File: config.mk
export PLATFORM = sky130hd
export DESIGN_NAME = mem_arbiter
export DESIGN_NICKNAME = d
export VERILOG_FILES = /design/src/rtl/mem_arbiter.sv
export SDC_FILE = /design/constraint.sdc
export NUM_CORES = 1
export LEC_CHECK = 0
export ABC_AREA = 1
export CAP_MARGIN = 40
export CORE_ASPECT_RATIO = 0.75
export CORE_UTILIZATION = 39
export DETAILED_ROUTE_END_ITERATION = 8
export HOLD_SLACK_MARGIN = 0.06
export PLACE_DENSITY = 0.83
export SETUP_SLACK_MARGIN = 0.15
export SYNTH_ARGS = -nofsm -noshare
export SYNTH_HDL_FRONTEND = slang
export SYNTH_SLANG_ARGS = --single-unit
File: constraint.sdc
create_clock -name clk -period 1.8 [get_ports clk]
set_clock_uncertainty 0.15 [all_clocks]
set_input_delay 0.18 -clock clk [delete_from_list [all_inputs] [get_ports clk]]
set_output_delay 0.18 -clock clk [all_outputs]
set_load 0.005 [all_outputs]
File: src/rtl/mem_arbiter.sv
// Two-requester memory arbiter: combinational grant, round-robin between the ports,
// bounded bus locking, and a registered read-data path with a one-cycle rvalid pulse.
module mem_arbiter #(
  parameter int ADDR_W   = 6,
  parameter int DATA_W   = 16,
  parameter int LOCK_MAX = 4
) (
  input  logic              clk,
  input  logic              rst_n,
  input  logic              req0,
  input  logic              lock0,
  input  logic              we0,
  input  logic [ADDR_W-1:0] addr0,
  input  logic [DATA_W-1:0] wdata0,
  input  logic              req1,
  input  logic              lock1,
  input  logic              we1,
  input  logic [ADDR_W-1:0] addr1,
  input  logic [DATA_W-1:0] wdata1,
  output logic              gnt0,
  output logic              gnt1,
  output logic              rvalid0,
  output logic              rvalid1,
  output logic [DATA_W-1:0] rdata0,
  output logic [DATA_W-1:0] rdata1,
  output logic              mem_we,
  output logic [ADDR_W-1:0] mem_addr,
  output logic [DATA_W-1:0] mem_wdata,
  input  logic [DATA_W-1:0] mem_rdata
);

  typedef enum logic [1:0] {IDLE, OWN0, OWN1} state_e;

  localparam logic [3:0] LOCK_MAX_C = 4'(LOCK_MAX);

  state_e            state_q, state_d;
  logic              last_q, last_d;
  logic              lock_q, lock_d;
  logic [3:0]        lock_cnt_q, lock_cnt_d;
  logic              rvalid0_q, rvalid0_d, rvalid1_q, rvalid1_d;
  logic [DATA_W-1:0] rdata0_q, rdata0_d, rdata1_q, rdata1_d;
  logic              force0, force1;

  // Grant decision: a lock still within budget beats round-robin.
  always_comb begin
    // NOTE: every signal written here gets a default first, so no path can infer a latch.
    gnt0   = 1'b0;
    gnt1   = 1'b0;
    force0 = (state_q == OWN0) && lock_q && req0 && (lock_cnt_q < LOCK_MAX_C);
    force1 = (state_q == OWN1) && lock_q && req1 && (lock_cnt_q < LOCK_MAX_C);
    if (!rst_n) begin
      gnt0 = 1'b0;
    end else if (force0) begin
      gnt0 = 1'b1;
    end else if (force1) begin
      gnt1 = 1'b1;
    end else if (req0 && req1) begin
      gnt0 = last_q;
      gnt1 = !last_q;
    end else begin
      gnt0 = req0;
      gnt1 = req1;
    end
  end

  always_comb begin
    mem_we    = 1'b0;
    mem_addr  = '0;
    mem_wdata = '0;
    if (gnt0) begin
      mem_we    = we0;
      mem_addr  = addr0;
      mem_wdata = wdata0;
    end else if (gnt1) begin
      mem_we    = we1;
      mem_addr  = addr1;
      mem_wdata = wdata1;
    end
  end

  always_comb begin
    state_d    = IDLE;
    last_d     = last_q;
    lock_d     = 1'b0;
    lock_cnt_d = '0;
    rvalid0_d  = gnt0 && !we0;
    rvalid1_d  = gnt1 && !we1;
    rdata0_d   = rvalid0_d ? mem_rdata : rdata0_q;
    rdata1_d   = rvalid1_d ? mem_rdata : rdata1_q;
    if (gnt0) begin
      state_d = OWN0;
      last_d  = 1'b0;
      lock_d  = lock0;
      // Streak only advances while the other side is actually being held off.
      if (lock0 && state_q == OWN0)
        lock_cnt_d = (force0 && req1) ? lock_cnt_q + 4'd1 : lock_cnt_q;
    end else if (gnt1) begin
      state_d = OWN1;
      last_d  = 1'b1;
      lock_d  = lock1;
      if (lock1 && state_q == OWN1)
        lock_cnt_d = (force1 && req0) ? lock_cnt_q + 4'd1 : lock_cnt_q;
    end
  end

  always_ff @(posedge clk or negedge rst_n) begin
    if (!rst_n) begin
      // NOTE: read-data registers are reset as well, since their contents are visible at the ports.
      state_q    <= IDLE;
      last_q     <= 1'b1;
      lock_q     <= 1'b0;
      lock_cnt_q <= '0;
      rvalid0_q  <= 1'b0;
      rvalid1_q  <= 1'b0;
      rdata0_q   <= '0;
      rdata1_q   <= '0;
    end else begin
      // NOTE: non-blocking assignments so every flop samples the pre-edge values.
      state_q    <= state_d;
      last_q     <= last_d;
      lock_q     <= lock_d;
      lock_cnt_q <= lock_cnt_d;
      rvalid0_q  <= rvalid0_d;
      rvalid1_q  <= rvalid1_d;
      rdata0_q   <= rdata0_d;
      rdata1_q   <= rdata1_d;
    end
  end

  assign rvalid0 = rvalid0_q;
  assign rvalid1 = rvalid1_q;
  assign rdata0  = rdata0_q;
  assign rdata1  = rdata1_q;

endmodule

# Word level (Yosys, flattened, before mapping)
# Index checks and enable logic that the tools add are counted.
# word_totals
ff_bits,42
in_bits,68
output_inout_bits,59
word_cells,58
# op_classes
addsub,1
order_cmp,1
n_eq_ne,4
n_mux,26
n_reduce_logical,18
# op_table
op,count
16-bit 2-to-1 mux,2
4-bit 2-to-1 mux,6
1-bit 2-to-1 mux,14
1-bit logical AND,13
6-bit 2-to-1 mux,2
"4-bit by 1-bit adder with 4-bit output, second input constant",1
"4-bit by 3-bit less-than comparator with 1-bit output, second input constant",1
2-bit 2-to-1 mux,2
"4-bit by 3-bit inequality test with 1-bit output, second input constant",1
1-bit logical NOT,3
"3-bit by 2-bit inequality test with 1-bit output, second input constant",1
"2-bit by 1-bit equality test with 1-bit output, second input constant",1
"2-bit equality test, second input constant",1
2-bit AND reduction,1
2-bit nonzero test,1

# Longest topological paths before layout
# logic_depth
word_depth,9
ltp_mapped,11
ltp_nobuf,10

# Worst setup path before layout
# No wires, ideal clock.
# synth_path
path_type,reg-to-output
start,register state_q[1]
end,output mem_wdata[0]
t_arrival_ns,1.331
required_ns,1.470
path_slack_ns,0.139
stages_incl_launch_ff,11
n_path_buf,1
path_cell_list,dfrtp_1 > inv_2 > nand3_1 > nor2_8 > inv_2 > nand2_4 > nand2_4 > clkinv_4 > buf_2 > nand2_1 > nand2_1
# synth_via
elab_cells_between_ends,16
cone_classes,eq/ne (2); mux (8); reduce/logical (6)
# synth_rtl
element,line,rtl
start: declaration,36,"state_e state_q, state_d;"
start signal: assignment,119,state_q <= state_d;
2-bit equality test,50,force1 = (state_q == OWN1) && lock_q && req1 && (lock_cnt_q < LOCK_MAX_C);
1-bit logical AND (3 in a row),50,
1-bit 2-to-1 mux,55,end else if (force1) begin
1-bit 2-to-1 mux (*),53,end else if (force0) begin
1-bit 2-to-1 mux (*),51,if (!rst_n) begin
net gnt0,20,"output logic gnt0,"
16-bit 2-to-1 mux (*),70,if (gnt0) begin
end: declaration,28,"output logic [DATA_W-1:0] mem_wdata,"
# Mark *: on every way through the listed nets, which the timed path passes. The rest lies on a longest branch.

# Worst setup path after layout
# layout_path
start,register last_q
end,output mem_we
# layout_via
elab_chain_len,7
elab_cells_between_ends,11
cone_classes,mux (10); reduce/logical (1)
# layout_rtl
element,line,rtl
start: declaration,37,"logic last_q, last_d;"
start signal: assignment,120,last_q <= last_d;
1-bit logical NOT,59,gnt1 = !last_q;
1-bit 2-to-1 mux,57,end else if (req0 && req1) begin
1-bit 2-to-1 mux,55,
1-bit 2-to-1 mux,53,
1-bit 2-to-1 mux,51,
1-bit 2-to-1 mux,74,end else if (gnt1) begin
1-bit 2-to-1 mux (*),70,
end: declaration,26,"output logic mem_we,"
# Mark *: on every way between the ends. The rest lies on a longest branch, timed or not.

==> reports/metrics.yaml <==
cts_buffers: 5
power.internal_w: 0.00236
cp_top_family: "flip-flops"
place_hpwl_um: 5040
routedWlPerCell_um: 16.3
seqPwrFrac_pct: 37.6
hp-class: "in -> reg"
synth_cell_type_count: 22
violations: "setup timing"
syn-mean-instance-area_um2: 8.35
antenna_cells: 0
insertion_delay_ns: 0.30
die_w_um: 90.1
path_cells: "inv_2 -> buf_4 -> a21oi_2 -> nand2_2 -> nand2_4 -> nand2_8 -> buf_6 -> o21ai_1 -> buf_2"
ys_ff_latch: 42
fin_tns_setup_ns: -19.53
endpoint_kind: "primary output"
via_per_inst: 4.84
row_count: 23
p_clk_share_pct: 22.3
drive_above_1_share_pct: 41.6
setup.worst_path.class: "reg -> out"
synth_area_mm2: 0.00227
slew_headroom_pct: 79.3
grt_pass1_wl_um: 12300
most-common-layout-cells: "clkdlybuf4s50_1 (99), nand2_1 (67), dfrtp_1 (41), nand2_2 (39), o21ai_2 (34)"
drtIter0Drc: 158
antenna_left: 0
grt_max_degree: 31
start_kind: "flop"
setup_viol: 65
reg2reg_depth: 13
grt_pass1_vias: 2464
fin_ws_ns: -0.461
crit_cells: 9
core_area_mm2: 0.00547
power_frac_comb_pct: 40.1
rsz0062_at_grt: "true"
cp.arrival_ns: 1.93
fp.dieArea_mm2: 0.00614
fin_nets: 515
clockBufferDepth: 2
highest_layer: "met4"
p_sw_w: 0.00100
dr.pass1.iters: 4
layout_commonest_cell: "clkdlybuf4s50_1"
wl_um: 8510
tightestPinTransition_ns: 0.310
p_total_w: 0.00336
place_congestion: 0.915
slew_violations: 0
yosys-top-cells-area: "dfrtp_1 (45%), nand2_1 (17%), o21ai_2 (12%)"
worstPathRequired_ns: 1.47
postSynthCellCount: 272
status: "complete, but fails checks"
io_pins: 127
area_growth_pct: 97.1
drv_cap: 0
overflow: 0
root_buffer: "clkbuf_8"
htree_levels: 2
final_hold_viol_count: 0
period_minus_slack_ns: 2.26
path_max_fanout: 6
start_util_pct: 41.5
antenna_found_initial: 0
yosysSeqAreaShare_pct: 46.3
ys_warn_count: 0
cpPeakStageDelay_ns: 0.55
die_h_um: 68.1
path_clk_slew_ns: 0.08
vias: 2527
yosysTopAreaCellShare_pct: 45.2
syn_nets: 341
drc: 0
power_leakage_nw: 2.28
grt_usage_pct: 25.8
cts_tree: "done"
port_buffers: 126
netSwitchingFraction_pct: 29.8
cpMaxStageDelayCell: "dfstp_2"
min_path_cells: 4
ir_drop_uv: 565
nFillCells: 322
period_share_pct: 126
yosys.area.top_type: "dfrtp_1"
wl_met3_um: 477
met1_length_um: 3500
path_buf_inv: 4
clock-sinks: 42
p_per_area_mw_per_mm2: 751
wl_met2_um: 4360
fmax_mhz: 442
cell usage after synthesis:
| master | instances |
|---|---|
| inv_2 | 2 |
| inv_1 | 28 |
| nor2_2 | 1 |
| buf_6 | 6 |
| clkinv_4 | 1 |
| a21boi_0 | 1 |
| nand2_2 | 15 |
| dfrtp_1 | 41 |
| dfstp_2 | 1 |
| buf_2 | 4 |
| nand3_1 | 12 |
| o21ai_2 | 31 |
| xnor2_1 | 1 |
| nand4_1 | 1 |
| nor2_8 | 2 |
| a21oi_1 | 1 |
| nand2_4 | 4 |
| o21ai_0 | 4 |
| nor2_1 | 11 |
| nand2_1 | 103 |
| o21ai_1 | 1 |
| ha_1 | 1 |
flip-flops by register name, summed over array words and instances (netlist names):
name and cells:
last_q 1, lock_cnt_q 4, lock_q 1, rdata0 16, rdata1 16, rvalid0 1, rvalid1 1, state_q 2
stage by stage:
step / instances / utilization [%] / hold slack, ns / cell area (µm²) / setup WS, ns
after floorplan: 272 / - / -0.266 / 2280 / 0.151
after global placement: 483 / 69.0 / -0.139 / 3770 / -0.540
after detailed placement: 483 / 69.0 / -0.141 / 3770 / -0.617
after CTS: 516 / 78.6 / 0.174 / 4300 / -0.375
after global routing: 522 / 81.9 / 0.197 / 4480 / -0.557
final: 522 / 81.9 / 0.197 / 4480 / -0.461
power groups by stage:
| stage | Sequential, W | Combinational [W] | Clock [W] |
|---|---|---|---|
| 6_report | 0.00126 | 0.00135 | 0.000750 |
| 5_1_grt | 0.00128 | 0.00145 | 0.000818 |
| 4_1_cts | 0.00126 | 0.00127 | 0.000765 |
| 3_5_place_dp | 0.00127 | 0.00114 | 0 |
| 3_3_place_gp | 0.00127 | 0.00111 | 0 |
| 2_1_floorplan | 0.00127 | 0.000394 | 0 |
repair_timing:
action	4_1_cts	5_1_grt
hold buffers	1	0
buffers inserted	14	6
hold endpoints to repair	41	0
pin swaps	26	16
gates resized for setup	140	45
gates cloned	10	0
setup endpoints to repair	65	66
cell families after synthesis:
| logic type | after synthesis | synth area share, % |
|---|---|---|
| adders and majority gates | 1 | 0.551 |
| and+or+nand+nor | 149 | 29.9 |
| DFF | 42 | 46.3 |
| AOI/OAI and AO/OA | 38 | 13.6 |
| xor gates and xnor gates | 1 | 0.386 |
| buffers and inverters | 41 | 9.20 |
layer usage:
metal  vias to the layer above  global-route usage (%)
li1                       1192                       -
met3                        19                    5.44
met1                      1207                    30.9
met4                         0                    6.85
met2                       109                    48.4
met5                         -                       0
worst reg2reg max path, cell delays in order, from the launching register on:
cell	delay, ns
dfrtp_1	0.43
buf_4	0.16
nand3_2	0.11
nor2_8	0.05
buf_12	0.12
nor2_8	0.15
buf_12	0.12
buf_16	0.10
buf_6	0.10
buf_6	0.10
nand2_8	0.08
buf_12	0.15
buf_16	0.14
o21ai_2	0.12
path summary, 6_finish.rpt:
kind	start	end	slack, ns
max in group asynchronous	rst_n	last_q	0.77
setup / recovery	last_q	mem_we	-0.46
hold reg to reg	rdata1[9]	rdata1[9]	0.33
setup reg to reg	state_q[0]	rdata1[11]	-0.35
min in group asynchronous	rst_n	rdata0[0]	0.23
hold / removal	rst_n	state_q[1]	0.20
cell type report:
| type | instances | area [µm²] | share of cell area, % |
|---|---|---|---|
| flip-flops and latches | 42 | 1050 | 23.5 |
| inverters | 31 | 129 | 2.88 |
| well taps | 75 | 93.8 | 2.10 |
| multi-input cells | 189 | 1220 | 27.2 |
| clock buffers | 5 | 68.8 | 1.54 |
| clock inverters | 3 | 43.8 | 0.978 |
| repair inverters | 3 | 43.8 | 0.978 |
| repair buffers | 174 | 1830 | 40.8 |
(Power assumes the default switching activity.)
